===== src/rtl/sprite_pkg.sv =====
// Shared sprite-renderer definitions: play modes, sprite ROM layout and the
// default see-through palette index.
package sprite_pkg;

    typedef enum logic [1:0] {
        MODE_LOOP    = 2'b00,
        MODE_HOLD    = 2'b01,
        MODE_ONESHOT = 2'b10,
        MODE_HIDE    = 2'b11
    } anim_mode_t;

    // Sprite ROM layout: base address of frame 0 pixel (0,0) and size.
    localparam int RUNNER_BASE   = 207867;
    localparam int RUNNER_SIZE_X = 88;
    localparam int RUNNER_SIZE_Y = 94;
    localparam int CACTUS_BASE   = 190000;
    localparam int CACTUS_SIZE_X = 48;
    localparam int CACTUS_SIZE_Y = 96;
    localparam int BIRD_BASE     = 240000;
    localparam int BIRD_SIZE_X   = 92;
    localparam int BIRD_SIZE_Y   = 80;

    localparam int DEFAULT_TRANSPARENT = 0;

    // Address distance between consecutive animation frames of a sprite.
    function automatic int frame_stride(input int size_x, input int size_y);
        return size_x * size_y;
    endfunction

endpackage


===== src/rtl/anim_sequencer.sv =====
// Animation frame sequencer: steps through NUM_FRAMES frames, each shown
// for FRAME_HOLD video frames, under the selected play mode.
module anim_sequencer
    import sprite_pkg::*;
#(
    parameter int NUM_FRAMES = 2,
    parameter int FRAME_HOLD = 10
) (
    input  logic                          pixel_Clk,
    input  logic                          Reset,
    input  logic                          frame_tick,
    input  logic                          restart,
    input  anim_mode_t                    mode,
    output logic [$clog2(NUM_FRAMES):0]   anim_idx,
    output logic                          anim_done
);

    localparam int IDX_W  = $clog2(NUM_FRAMES) + 1;
    localparam int HOLD_W = (FRAME_HOLD < 2) ? 1 : $clog2(FRAME_HOLD + 1);

    localparam logic [HOLD_W-1:0] HOLD_ONE = HOLD_W'(1);
    localparam logic [HOLD_W-1:0] HOLD_MAX = HOLD_W'(FRAME_HOLD);
    localparam logic [IDX_W-1:0]  LAST_IDX = IDX_W'(NUM_FRAMES - 1);

    logic [HOLD_W-1:0] hold_cnt;
    logic              done_q;

    // Advance the animation only on frame_tick; restart rewinds and wins over a tick.
    always_ff @(posedge pixel_Clk) begin
        if (Reset || restart) begin
            anim_idx <= '0;
            hold_cnt <= HOLD_ONE;
            done_q   <= 1'b0;
        end else begin
            if (frame_tick && (mode == MODE_LOOP || mode == MODE_ONESHOT)) begin
                if (hold_cnt == HOLD_MAX) begin
                    if (anim_idx == LAST_IDX) begin
                        if (mode == MODE_ONESHOT) begin
                            done_q <= 1'b1;
                        end else begin
                            anim_idx <= '0;
                            hold_cnt <= HOLD_ONE;
                        end
                    end else begin
                        anim_idx <= anim_idx + IDX_W'(1);
                        hold_cnt <= HOLD_ONE;
                    end
                end else begin
                    hold_cnt <= hold_cnt + HOLD_ONE;
                end
            end
            if (mode != MODE_ONESHOT) begin
                done_q <= 1'b0;
            end
        end
    end

    // The done flag is only meaningful while one-shot mode is selected.
    always_comb begin
        anim_done = done_q & (mode == MODE_ONESHOT);
    end

endmodule


===== src/rtl/sprite_anim_drawer.sv =====
// Animated sprite drawer: turns the scan position into a sprite ROM address
// and, three cycles later, a transparency-gated sprite_on and palette index.
module sprite_anim_drawer
    import sprite_pkg::*;
#(
    parameter int ADDR_W       = 18,
    parameter int COLOR_W      = 4,
    parameter int NUM_FRAMES   = 2,
    parameter int SIZE_X       = RUNNER_SIZE_X,
    parameter int SIZE_Y       = RUNNER_SIZE_Y,
    parameter int BASE0        = RUNNER_BASE,
    parameter int FRAME_STRIDE = SIZE_X * SIZE_Y,
    parameter int FRAME_HOLD   = 10,
    parameter int TRANSPARENT  = DEFAULT_TRANSPARENT
) (
    input  logic                          pixel_Clk,
    input  logic                          Reset,
    input  logic                          frame_tick,
    input  logic [9:0]                    DrawX,
    input  logic [9:0]                    DrawY,
    input  logic [9:0]                    PosX,
    input  logic [9:0]                    PosY,
    input  logic [1:0]                    mode,
    input  logic                          flip_x,
    input  logic                          restart,
    input  logic [COLOR_W-1:0]            rom_data,
    output logic [ADDR_W-1:0]             address,
    output logic                          sprite_on,
    output logic [COLOR_W-1:0]            pixel_idx,
    output logic [$clog2(NUM_FRAMES):0]   anim_idx,
    output logic                          anim_done
);

    localparam logic [ADDR_W-1:0]  BASE_A   = ADDR_W'(BASE0);
    localparam logic [ADDR_W-1:0]  STRIDE_A = ADDR_W'(FRAME_STRIDE);
    localparam logic [ADDR_W-1:0]  SIZEX_A  = ADDR_W'(SIZE_X);
    localparam logic [COLOR_W-1:0] KEY      = COLOR_W'(TRANSPARENT);

    anim_mode_t mode_e;

    logic [10:0]       draw_x11, draw_y11, pos_x11, pos_y11;
    logic [10:0]       dx, dy, col;
    logic              in_box;
    logic [ADDR_W-1:0] frame_base, addr_next;
    logic              in_box_d1, hide_d1, in_box_d2, hide_d2;

    anim_sequencer #(
        .NUM_FRAMES (NUM_FRAMES),
        .FRAME_HOLD (FRAME_HOLD)
    ) u_seq (
        .pixel_Clk  (pixel_Clk),
        .Reset      (Reset),
        .frame_tick (frame_tick),
        .restart    (restart),
        .mode       (mode_e),
        .anim_idx   (anim_idx),
        .anim_done  (anim_done)
    );

    // Stage 1 combinational: box test and address at 11 bits so edges never wrap.
    always_comb begin
        mode_e     = anim_mode_t'(mode);
        draw_x11   = {1'b0, DrawX};
        draw_y11   = {1'b0, DrawY};
        pos_x11    = {1'b0, PosX};
        pos_y11    = {1'b0, PosY};
        dx         = draw_x11 - pos_x11;
        dy         = draw_y11 - pos_y11;
        in_box     = (draw_x11 >= pos_x11) && (draw_x11 < pos_x11 + 11'(SIZE_X)) &&
                     (draw_y11 >= pos_y11) && (draw_y11 < pos_y11 + 11'(SIZE_Y));
        col        = flip_x ? (11'(SIZE_X - 1) - dx) : dx;
        frame_base = BASE_A + ADDR_W'(anim_idx) * STRIDE_A;
        addr_next  = frame_base;
        if (in_box) begin
            addr_next = frame_base + ADDR_W'(dy) * SIZEX_A + ADDR_W'(col);
        end
    end

    // Address register plus in_box/hide carried alongside the ROM read.
    always_ff @(posedge pixel_Clk) begin
        if (Reset) begin
            address   <= BASE_A;
            in_box_d1 <= 1'b0;
            hide_d1   <= 1'b0;
            in_box_d2 <= 1'b0;
            hide_d2   <= 1'b0;
        end else begin
            address   <= addr_next;
            in_box_d1 <= in_box;
            hide_d1   <= (mode_e == MODE_HIDE);
            in_box_d2 <= in_box_d1;
            hide_d2   <= hide_d1;
        end
    end

    // Output stage: ROM data is keyed against the transparent index.
    always_ff @(posedge pixel_Clk) begin
        if (Reset) begin
            sprite_on <= 1'b0;
            pixel_idx <= '0;
        end else begin
            sprite_on <= in_box_d2 & ~hide_d2 & (rom_data != KEY);
            pixel_idx <= (in_box_d2 & ~hide_d2 & (rom_data != KEY)) ? rom_data : '0;
        end
    end

endmodule


===== config.mk =====
export PLATFORM = sky130hd
export DESIGN_NAME = sprite_anim_drawer
export DESIGN_NICKNAME = d
export VERILOG_FILES = /design/src/rtl/sprite_pkg.sv /design/src/rtl/anim_sequencer.sv /design/src/rtl/sprite_anim_drawer.sv
export SDC_FILE = /design/constraint.sdc
export NUM_CORES = 1
export LEC_CHECK = 0
export ABC_AREA = 1
export BUFFER_PORTS_ARGS = -buffer_cell sky130_fd_sc_hd__buf_2
export CORE_MARGIN = 2
export CORE_UTILIZATION = 45
export DETAILED_ROUTE_END_ITERATION = 6
export PLACE_DENSITY = 0.66
export RECOVER_POWER = 50
export SETUP_SLACK_MARGIN = 0.3
export SLEW_MARGIN = 20
export SYNTH_ARGS = -nofsm -noshare
export SYNTH_HDL_FRONTEND = slang
export SYNTH_SLANG_ARGS = --single-unit

===== constraint.sdc =====
create_clock -name pixel_Clk -period 18.2 [get_ports pixel_Clk]
set_clock_uncertainty 0.05 [all_clocks]
set_input_delay 4.55 -clock pixel_Clk [delete_from_list [all_inputs] [get_ports pixel_Clk]]
set_output_delay 4.55 -clock pixel_Clk [all_outputs]
set_load 0.02 [all_outputs]

== After elaboration in Yosys (flattened, before gate mapping) ==
Index checks and enable logic that the tools add are counted.

* Register bits after elaboration: 34

* $add $sub $neg: 10
* $mul: 2
* Magnitude comparators: 4
* Equal/unequal tests: 7
* Multiplexer cells: 7
* Bitwise logic cells: 5
* Reduce and logical (&&, ||, !) cells: 13

{| class="wikitable"
|+ Operator list
! cell !! number
|-
| 10-bit by 7-bit adder with 11-bit output, second input constant || 2
|-
| 10-bit by 11-bit less-than comparator with 1-bit output || 2
|-
| 10-bit by 10-bit subtractor with 11-bit output || 2
|-
| 10-bit >= comparator || 2
|-
| 17-bit by 17-bit adder with 18-bit output, first input constant || 1
|-
| 18-bit by 11-bit adder with 18-bit output || 1
|-
| 18-bit adder || 1
|-
| 18-bit 2-to-1 mux || 1
|-
| 11-bit by 4-bit multiplier with 15-bit output, second input constant || 1
|-
| 2-bit by 10-bit multiplier with 12-bit output, second input constant || 1
|-
| 4-bit 2-to-1 mux || 3
|-
| 11-bit 2-to-1 mux || 1
|-
| 7-bit by 11-bit subtractor with 11-bit output, first input constant || 1
|-
| 4-bit by 1-bit adder with 4-bit output, second input constant || 1
|-
| 2-bit == test, second input constant || 2
|-
| 4-bit == test, second input constant || 1
|-
| 1-bit logical AND || 4
|-
| 2-bit 2-to-1 mux || 2
|-
| 2-bit inequality test, second input constant || 2
|-
| 4-bit AND reduction || 1
|-
| 4-bit nonzero test || 1
|-
| 2-bit OR reduction || 2
|-
| 1-bit AND || 3
|-
| 3-bit inequality test, second input constant || 1
|-
| 7 further kinds || 9
|}

== Depth between registers and ports, before layout ==
Gate-level depths: netlist (run 1).

* Depth in word-level cells: 6
* Mapped depth: 30

== Hierarchy ==
A second synthesis (run 1) with hierarchy kept.

* Cell total of the unflattened synthesis: 755
* Area total of the unflattened synthesis: 5112.4 um^2

{| class="wikitable"
|+ By module, submodules not included
! module !! times used !! cells each !! area each (um^2) !! sequential area each (um^2)
|-
| sprite_anim_drawer || 1 || 690 || 4670.7 || 540.5
|-
| anim_sequencer || 1 || 65 || 441.7 || 140.1
|}

== Worst setup path after synthesis (run 1) ==
OpenSTA, ideal clock, no wires.

* Path type: input to output
* Start: input mode[1]
* End: output anim_done
* Arrival time: 4.993 ns
* Data required time: 13.600 ns
* Slack: 8.607 ns
* Cell stages on the path: 4
* Path buffers: 0
* Cells stage by stage: inv_1 -> nor2_1 -> inv_1 -> nor2_1

* Longest elaborated chain between the ends: 2

{| class="wikitable"
|+ Ends and longest elaborated chain
! item !! line !! text
|-
| from (decl) || sprite_anim_drawer.sv:23 || <nowiki>input logic [1:0] mode,</nowiki>
|-
| 2-bit == test || anim_sequencer.sv:60 || <nowiki>anim_done = done_q & (mode == MODE_ONESHOT);</nowiki>
|-
| 1-bit AND || anim_sequencer.sv:60 ||
|-
| to (decl) || sprite_anim_drawer.sv:31 || <nowiki>output logic anim_done</nowiki>
|}

Every way passes these cells.

== Final worst setup path (run 1) ==
* Start: input PosY[3]
* End: register address[17]

* Longest elaborated chain between the ends: 5

{| class="wikitable"
|+ Ends and longest elaborated chain
! item !! line !! text
|-
| from (decl) || sprite_anim_drawer.sv:22 || <nowiki>input logic [9:0] PosY,</nowiki>
|-
| 10-bit by 10-bit subtractor with 11-bit output || sprite_anim_drawer.sv:68 || <nowiki>dy = draw_y11 - pos_y11;</nowiki>
|-
| 11-bit by 4-bit multiplier with 15-bit output || sprite_anim_drawer.sv:75 || <nowiki>addr_next = frame_base + ADDR_W'(dy) * SIZEX_A + ADDR_W'(col);</nowiki>
|-
| 18-bit adder || sprite_anim_drawer.sv:75 ||
|-
| 18-bit by 11-bit adder with 18-bit output || sprite_anim_drawer.sv:75 ||
|-
| 18-bit 2-to-1 mux (*) || sprite_anim_drawer.sv:74 || <nowiki>if (in_box) begin</nowiki>
|-
| to (signal assigned) || sprite_anim_drawer.sv:88 || <nowiki>address <= addr_next;</nowiki>
|-
| to (decl) || sprite_anim_drawer.sv:27 || <nowiki>output logic [ADDR_W-1:0] address,</nowiki>
|}

Every way passes the cells marked *; elsewhere a longest branch is shown, timed or not.
A chain may end at the register's enable or synchronous reset.

==> results of run 1 <==
-- sequential cells by signal, indices dropped and copies added (netlist names) --
signal and cells:
address 18, hide_d1 1, hide_d2 1, in_box_d1 1
in_box_d2 1, pixel_idx 4, sprite_on 1, u_seq.anim_idx 2
u_seq.done_q 1, u_seq.hold_cnt 4
-- critical path: cells and delay by family --
family	cells	cell delay [ns]
AO/OA/AOI/OAI	10	2.07
XOR/XNOR	2	0.58
adder cells (fa/ha/maj)	6	2.05
buffers and inverters	6	0.35
AND/OR/NAND/NOR	5	0.42
-- logic make-up (layout without fill, tap and decap cells) --
| family | count (synthesis) | after routing | synth area share [%] |
|---|---|---|---|
| simple gates | 306 | 306 | 26.18 |
| buf+inv | 167 | 250 | 12.40 |
| fa+ha+maj | 105 | 105 | 28.51 |
| compound gates | 93 | 93 | 10.27 |
| xor+xnor | 53 | 53 | 9.181 |
| flops | 34 | 34 | 13.46 |
-- worst paths after layout --
path | from | slack [ns] | endpoint | depth (start not counted)
setup / recovery | PosY[3] | 8.29 | address[17] | 29
hold reg to reg | in_box_d1 | 0.35 | in_box_d2 | 2
hold / removal | in_box_d1 | 0.35 | in_box_d2 | 2
setup reg to reg | u_seq.anim_idx[0] | 14.78 | address[15] | 16
-- stage by stage --
stage,instances,hold WS (ns),setup slack (ns),utilization (%)
final,981,0.3537,8.290,52.15
after detailed placement,973,0.3453,8.017,51.51
after floorplan,758,0.3383,8.607,-
after CTS,981,0.3554,8.315,52.38
after global routing,981,0.3730,7.844,52.15
after global placement,973,0.3423,8.058,51.51
-- final cells by class --
type	count	area (sq um)
timing repair buffer	76	355.3
tap	140	175.2
clock inverter	2	12.51
multi-input combinational	557	3749
inverter	166	623.1
fill	1111	5210
clock buffer	6	82.58
sequential	34	680.7
-- routing by layer --
| layer | up-vias | wire length (um) | GRT usage, % |
|---|---|---|---|
| li1 | 2576 | - | - |
| met1 | 2179 | 5553 | 27.00 |
| met2 | 94 | 5581 | 37.07 |
| met3 | 9 | 476 | 1.470 |
| met4 | 0 | 102 | 3.888 |
| met5 | - | 0 | 0 |
-- cells in the final DEF, fill, tap and decap left out, types with 13 or more instances in the layout --
| cell type | instances |
|---|---|
| sky130_fd_sc_hd__xor2_1 | 40 |
| sky130_fd_sc_hd__dfxtp_1 | 34 |
| sky130_fd_sc_hd__a21oi_1 | 45 |
| sky130_fd_sc_hd__fa_1 | 17 |
| sky130_fd_sc_hd__ha_1 | 88 |
| sky130_fd_sc_hd__clkbuf_1 | 20 |
| sky130_fd_sc_hd__nand2_1 | 172 |
| sky130_fd_sc_hd__buf_2 | 56 |
| sky130_fd_sc_hd__o21ai_0 | 22 |
| sky130_fd_sc_hd__inv_1 | 163 |
| sky130_fd_sc_hd__xnor2_1 | 13 |
| sky130_fd_sc_hd__nor2_1 | 51 |
| sky130_fd_sc_hd__nand3_1 | 41 |
==> impl.org, run 1 <==
** Outcome
- Result of the run :: complete, no violations

** GRT
- The number of antenna violations at the first check in global routing is 0.
- Number of global-route vias before repair :: 4609
- Pin count of the biggest net entering global routing :: 12
- After global routing the overflow that remains totals 0.
- Global-route wire length before repair :: 20350 um
- Across every metal layer, demand over resource in global routing totals 20.58%.

** Timing
- Setup violations remaining at the end of the flow were counted as 0.
- The smallest clock period supported by the final layout is computed as 9.910 ns.
- Summed over all failing endpoints, the final setup total negative slack is 0 ns.
- Worst Tran Pin Value :: 0.5458 ns
- The count of pins over their slew limit was 0.
- Dividing the final minimum period by the clock period gives 54.45%.
- Peak clock frequency supported by timing :: 100.9 MHz
- Slew headroom :: 63.44%
- Setup repair after global routing left no endpoint under its margin.
- The final hold violation count came to 0.

** Drt
- The first routing iteration left 141 violations.
- Once detail routing completed, the nets flagged for antenna violations numbered 0.
- Total via count in the routed design :: 4858
- The pre-antenna-repair detailed-routing pass consisted of 5 iterations.
- For this block, the routed nets add up to 11710 um of wire.
- For this run, design rule violations remaining after detail routing come to 0.
- Wire length per cell :: 11.94 um
- After detailed routing, the number of vias per cell comes to 4.952.

** Logic synthesis
- Synth Instances :: 758
- The number of nets handed over by synthesis was 914.
- In the post-synthesis netlist, the cell with the most instances is sky130_fd_sc_hd__nand2_1.
- Yosys mapped the design onto 37 distinct sky130hd cell types.
- The synthesized design contains 34 register bits.
- Post-Synthesis Cell Area :: 5056 sq um
- The synthesized design contains 0 enable-type register cells.
- Counting flops with an async set or reset pin after synthesis yields a share of 0%.
- Cell type contributing the most total cell area after synthesis :: sky130_fd_sc_hd__ha_1
- Among all flip-flop cells after synthesis, the most frequent one is sky130_fd_sc_hd__dfxtp_1.
- Of the post-synthesis cell area, the dominant cell type holds 21.78%.
- Averaged over all synthesized cells, the footprint is 6.670 sq um.
- Sequential-to-total area share from yosys stat :: 13.46%
- Most instantiated cells after synthesis :: sky130_fd_sc_hd__nand2_1 (172), sky130_fd_sc_hd__inv_1 (163), sky130_fd_sc_hd__ha_1 (88), sky130_fd_sc_hd__nor2_1 (51), sky130_fd_sc_hd__a21oi_1 (45)
- Top cells by area, synth :: sky130_fd_sc_hd__ha_1 (22%), sky130_fd_sc_hd__dfxtp_1 (13%), sky130_fd_sc_hd__nand2_1 (13%)
- The Yosys step of the flow raised 0 warnings.

** Clock network
- Buffers added to address setup during post-CTS repair amount to 0.
- In this run, post-CTS hold repair placed 0 buffers.
- Counting along the longest clock path gives a buffer depth of 2.
- Clock transition at the register clock pins on the worst setup and hold paths after CTS :: 0.07 ns
- Clock root buffer :: sky130_fd_sc_hd__clkbuf_8
- Number of H-tree levels :: 2
- Clk Latency, worst-skew pair :: 0.29 ns
- Counting the buffers created by CTS gives 5.
- Gates resized during post-CTS repair numbered 0.
- TritonCTS built the clock tree.
- TritonCTS Sinks :: 34

** Critical path
- The setup path with the least slack is of type in2reg.
- For this run, the slowest stage of the critical path takes 0.50 ns.
- The largest individual stage delay along the critical path comes from the cell sky130_fd_sc_hd__fa_1.
- Type of origin of the critical path :: input pin
- The worst setup path is captured at a flop.
- Worst-path maximum fanout :: 6
- Worst path required time :: 18.32 ns
- Data on the critical path arrives at its endpoint at 10.03 ns.

** Layout
- Relative to the synthesized area, the layout overhead comes to 12.30%.
- The repair_antennas step left the layout with diodes totalling 0.
- For this run, the post-layout net count is 996.
- The post-route netlist has 9.394% of its cells at a drive strength greater than 1.
- Once layout is done, the placed cells without fillers occupy 5678 sq um.

** Place
- Standard cell area after detailed placement :: 5608 sq um
- Number of input and output port buffers inserted :: 76
- Routability-driven placement finished with a final weighted congestion of 0.9579.
- HPWL reported at the end of detailed placement :: 10500 um

** Floorplanning
- The die is 110 um tall.
- The die covers 12100 sq um.
- I/O pin count :: 77
- Floorplan Core Area :: 10890 sq um
- Placement Rows :: 38
- Starting utilization of the core area :: 46.44%
- The die is 110 um wide.

** Job
- The tool flagged a number of max-cap violations equal to 0.

** Hold path
- Class of the tightest hold or removal check :: reg2reg
Power of run 1 is left out: the tool's default activity adds up to more than one toggle a clock period on the data nets, which glitch-free logic cannot reach.
==> run 2, diff against run 1 <==
PLACE_DENSITY = 0.68   (was 0.66)
clock period = 8.6 ns   (was 18.2 ns; I/O delays follow)
==> run 2 against run 1 <==
  * Via count is 4.2% lower
  * Flip-flop and latch count stayed put
  * Hold slack hardly changed
  * First-iteration DRC count grew 19%
  * Utilization barely moved
  * Die area did not move
  * Final cell count unchanged
  * Sequential share of layout area hardly changed
  * Global-route usage fell by 2.0 points
  * Critical path depth unchanged
  * Worst setup slack worse by 7.1 ns
  * Register-to-register slack worse by 9.5 ns
==> impl.org, run 2 (synthesis gave the netlist of run 1 again) <==
** GRT
- Number of global-route vias before repair :: 4294
- The number of antenna violations at the first check in global routing was 0.
- Pin count of the biggest net entering global routing :: 12
- Total overflow reported by the global router :: 0
- GRT Total Usage :: 18.60%
- Global-route wire length before repair :: 18480 um

** Critical path
- For the worst setup path, the data required time is 8.71 ns.
- Setup slack on the worst flop-to-flop path :: 5.33 ns
- The startpoint identified for the worst register-to-register timing path is u_seq.anim_idx[0].
- Cell type with the highest occurrence count on the critical path :: sky130_fd_sc_hd__inv_1
- Type of origin of the critical path :: input pin
- Arrival time of data at the critical path endpoint :: 7.51 ns
- Slowest cell on the critical path :: sky130_fd_sc_hd__fa_1
- Category of the most critical setup path :: in2reg
- Timing startpoint of the critical path :: DrawY[0]
- In this run the worst path has a maximum fanout of 5.
- Kind of end point of the critical path :: flop
- In this design, the stage delay of the slowest critical-path cell is 0.50 ns.

** Layout
- Count of filler cells inserted in the layout :: 1148
- Most frequent cells in the layout :: sky130_fd_sc_hd__nand2_1 (172), sky130_fd_sc_hd__inv_1 (163), sky130_fd_sc_hd__ha_1 (88)
- Final core utilization :: 52.14%
- The area growth from synthesis to layout is 12.27%.
- The register with the most flip-flops in the final layout is address.
- Fraction of final layout cells with drive strength greater than 1 :: 9.275%
- The library cell used most frequently in the layout, excluding fill and tap cells, is sky130_fd_sc_hd__nand2_1.
- The register with the most flip-flops in the layout has 18 of them.
- Final antenna diode count :: 0
- The finished cells cover 5677 sq um.
- The largest registers in the layout are address: 18 flops, pixel_idx: 4 flops, u_seq.hold_cnt: 4 flops.
- Net count reported at finish :: 996

** Timing
- Setup violations remaining at the end of the flow were counted as 0.
- Hold timing on the final database bottoms out at a slack of 0.3537 ns.
- Measured against its own limit, the worst slew margin works out to 65.63%.
- Post-layout minimum cycle time :: 7.399 ns
- Worst Tran Pin Value :: 0.5132 ns
- Peak clock frequency supported by timing :: 135.2 MHz
- Max-slew violation total from the final report :: 0
- RSZ-0062 raised after global routing :: no
- Period utilisation layout :: 86.03%
- Hold Violations, Final :: 0
- Setup total negative slack :: 0 ns

** Place
- The congestion estimate from routability-driven global placement came to 0.9213.
- HPWL reported at the end of detailed placement :: 9678 um
- Number of input and output port buffers inserted :: 76
- After detailed placement, the total cell area comes to 5608 sq um.

** Clock network
- In this run, CTS created clock tree buffers numbering 5.
- For the worst-skew pair, the clock arrives at the later sink with an insertion delay of 0.28 ns.
- CTS tree :: yes
- Number of gates resized after cts :: 0
- After clock tree synthesis, the clock-pin slew on the worst setup and hold paths is 0.07 ns.
- CTS built an H-tree with a depth of 2.
- The root buffer cell chosen for the clock tree is sky130_fd_sc_hd__clkbuf_8.
- After clock tree synthesis, the flow added hold-fix buffers numbering 0.
- The longest clock path from root to sink contains 2 buffers.
- The number of setup buffers added after CTS is 0.
- CTS saw 34 sinks.

** Floorplanning
- I/O pin count :: 77
- The die covers 12100 sq um.
- The floorplan has 38 rows.
- For this configuration, the core starts out at a cell density of 46.44%.
- From bottom edge to top edge, the die measures 110 um.
- Floorplan Core Area :: 10890 sq um
- In this run the horizontal extent of the chip is 110 um.

** Drt
- In this run the remaining antenna-violating nets after routing total 0.
- The first routing iteration left 168 violations.
- Using the TritonRoute via totals, the vias-per-cell ratio works out to 4.746.
- Wire length per cell :: 11.03 um
- Number of iterations in the first detailed-routing pass :: 5
- DRC viols :: 0
- Total via count in the routed design :: 4656
- Total routed wirelength :: 10820 um

** Hold path
- Class of the tightest hold or removal check :: reg2reg
- Start point of the worst min-delay path :: hide_d1

** Outcome
- Result of the run :: complete, no violations

** Job
- The tool flagged a number of max-cap violations equal to 0.
run 2: cell types whose count changed in the layout (fill, tap and decap cells not counted), sizes merged:
| cell | previous run | this run |
|---|---|---|
| buf | 56 | 55 |
| clkbuf | 26 | 27 |
run 2: path summary, 6_finish.rpt:
path,end,depth (start not counted)
worst max-delay path,address[17],29
worst min-delay path,hide_d2,2
worst max register to register,address[15],16
worst min register to register,hide_d2,2
run 2: metrics by stage:
stage,worst slack [ns],instances
after floorplan,1.742,758
after global placement,0.9007,973
final,1.201,981
after CTS,1.194,981
after global routing,0.6642,981
after detailed placement,0.9091,973
run 2: final cells by class:
class,count,area [sq um],share of cell area (%)
clock inverters,2,12.51,0.2204
inverters,166,623.1,10.98
repair buffers,76,354.1,6.238
multi-input cells,557,3749,66.03
flip-flops and latches,34,680.7,11.99
well taps,140,175.2,3.086
clock buffers,6,82.58,1.455
run 2: critical path, delay by kind of cell:
kind | cells | cell delay, ns
AO/OA/AOI/OAI | 8 | 1.63
AND/OR/NAND/NOR | 5 | 0.41
XOR/XNOR | 2 | 0.59
buffers and inverters | 7 | 0.41
adder cells (fa/ha/maj) | 7 | 2.30
run 2: layer usage:
layer  vias to the layer above  wire length [um]  share of wire, %  global-route usage (%)
met1                      1996              5412                50                   25.36
met5                         -                 0                 0                       0
li1                       2565                 -                 -                       -
met3                        11               388               3.6                   1.529
met2                        84              4916                45                   32.03
met4                         0               106              0.98                   3.888
Power of run 2 is left out for the same reason.
==> run 3, diff against run 2 <==
CTS_BUF_LIST = sky130_fd_sc_hd__clkbuf_16   (was unset)
==> run 3 against run 2 <==
  * Die area unchanged
  * Design area increased by 0.79%
  * Global-route usage about the same
  * Highest routed layer unchanged
  * Non-clock buffer count unchanged
==> impl.org, run 3 (synthesis gave the netlist of run 1 again) <==
** Timing
- The clock period could shrink to 7.407 ns.
- The final critical path takes up 86.12% of the cycle.
- At the pin with the least slew margin, the transition time is 0.5132 ns.
- The final hold violation count was 0.
- Setup total negative slack on the finished layout was measured at 0 ns.
- The count of pins over their slew limit was 0.
- Slew headroom :: 65.63%
- Setup violations, final :: 0
- Peak clock frequency supported by timing :: 135.0 MHz
- Setup repair after global routing left no endpoint under its margin.

** Critical path
- At the worst endpoint, the required time is 8.70 ns.
- The number of cells on the worst reg-to-reg path is 16.
- Of all nets on the critical path, the largest fanout is 5.
- Among all stages on the critical path, the largest delay is contributed by sky130_fd_sc_hd__fa_1.
- Timing startpoint of the critical path :: DrawY[0]
- Data on the critical path arrives at its endpoint at 7.51 ns.
- For this run, the slowest stage of the critical path takes 0.50 ns.
- In this run the critical register-to-register path is captured at address[15].
- The worst setup path is launched from an input pin.
- STA classifies the critical path endpoint as a flop.
- Cell type with the highest occurrence count on the critical path :: sky130_fd_sc_hd__inv_1
- Setup slack on the worst flop-to-flop path :: 5.30 ns
- Startpoint of the worst register-to-register path :: u_seq.anim_idx[0]
- Category of the most critical setup path :: in2reg

** GRT
- Pin count of the biggest net entering global routing :: 12
- Global routing used 18.63% of the available tracks.
- Total overflow reported by the global router :: 0
- Number of global-route vias before repair :: 4311
- The number of antenna violations at the first check in global routing was 0.
- Global-route wire length before repair :: 18490 um

** Place
- Final weighted congestion in routability-driven placement :: 0.9213
- After legalization and detailed placement, the total HPWL measured 9678 um.
- During placement, the flow inserted port buffers numbering 76.

** Job
- Max-cap violations in this run came to 0.

** Floorplanning
- The total area inside the core boundary comes to 10890 sq um.
- Placement Rows :: 38
- For this design the top-level I/O count stands at 77.
- Horizontal extent of the die :: 110 um
- The floorplan step defined a die boundary enclosing 12100 sq um.
- Measured along the y axis, the die boundary spans 110 um.
- The initial utilization of the core area, before any placement, comes to 46.44%.

** Layout
- Largest register by flop count :: address
- Leaving out fill and tap cells, the most frequent cell in the layout is sky130_fd_sc_hd__nand2_1.
- Flip-flop count of the largest register, all copies and words added :: 18
- In the layout the commonest cells are sky130_fd_sc_hd__nand2_1 (172), sky130_fd_sc_hd__inv_1 (163), sky130_fd_sc_hd__ha_1 (88).
- Final antenna diode count :: 0
- From synthesis to final layout, the design area changed by 13.17%.
- Of the cells placed in the final design, the portion with a size suffix greater than 1 is 9.037%.
- Registers with the highest flip-flop counts :: address: 18 flops, pixel_idx: 4 flops, u_seq.hold_cnt: 4 flops
- The net count of the finished layout is 996.

** Drt
- Iteration-0 DRC Markers :: 167
- DRC viols :: 0
- The final layout contains routed wiring with a total length of 10850 um.
- Total via count in the routed design :: 4694
- Residual antenna-violating net count after detailed routing :: 0
- Wire length per cell :: 11.06 um
- Number of iterations in the first detailed-routing pass :: 5
- Via density per instance :: 4.785

** Clock network
- Buffers inserted during clock tree synthesis total 5.
- The tree is rooted in a sky130_fd_sc_hd__clkbuf_16.
- The clock passes through at most 2 buffers.
- The clock tree synthesis step divided the H-tree into 2 levels.
- For the worst-skew pair, the clock arrives at the later sink with an insertion delay of 0.27 ns.
- Post-CTS Setup Bufs :: 0
- Clock-pin slew was measured on the worst setup and hold paths at 0.05 ns.
- Number of buffers inserted by hold repair at cts :: 0
- Once the clock tree was built, the resizer swapped 0 gates to a different size.
- TritonCTS Sinks :: 34
- TritonCTS built the clock tree.

** Hold path
- In this run the worst hold path is classified as reg2reg.
- For hold timing, the worst endpoint is hide_d2.
- Start point of the worst min-delay path :: hide_d1
- Counting instances, the worst hold path has a depth of 2.

** Outcome
- Result of the run :: complete, no violations
## run 3: how the worst max path moves through the flow
stage / cells past startpoint / slack (ns) / endpoint
after global placement: 29 / 0.90 / address[17]
after global routing: 29 / 0.65 / address[17]
after floorplan: 28 / 1.74 / address[17]
after detailed placement: 29 / 0.91 / address[17]
final: 29 / 1.19 / address[17]
after CTS: 29 / 1.18 / address[17]
## run 3: layout make-up
type	count	area (sq um)
well taps	140	175.2
clock inverters	3	16.27
clock buffers	5	125.1
flip-flops and latches	34	680.7
repair buffers	76	352.8
fillers	1138	5166
multi-input cells	557	3749
inverters	166	623.1
## run 3: per-layer routing
| layer | wire length [um] | global-route usage (%) |
|---|---|---|
| met3 | 387 | 1.352 |
| met5 | 0 | 0 |
| met1 | 5404 | 25.40 |
| met2 | 4922 | 31.99 |
| met4 | 138 | 4.430 |
## run 3: through the flow
step | utilization, % | std cells | setup WS [ns] | hold WS, ns | cell area, sq um
global placement | 51.51 | 973 | 0.9007 | 0.3408 | 5608
floorplan | - | 758 | 1.742 | 0.3383 | 5056
global route | 52.55 | 981 | 0.6505 | 0.3733 | 5722
CTS | 52.80 | 981 | 1.180 | 0.3521 | 5749
detailed placement | 51.51 | 973 | 0.9091 | 0.3449 | 5608
finish | 52.55 | 981 | 1.193 | 0.3519 | 5722
## run 3: worst max-delay path: cells and delay by family
kind / cells / cell delay (ns)
buffers and inverters: 7 / 0.40
XOR/XNOR: 2 / 0.59
AND/OR/NAND/NOR: 5 / 0.41
adder cells (fa/ha/maj): 7 / 2.30
AO/OA/AOI/OAI: 8 / 1.63
Power of run 3 is left out for the same reason.
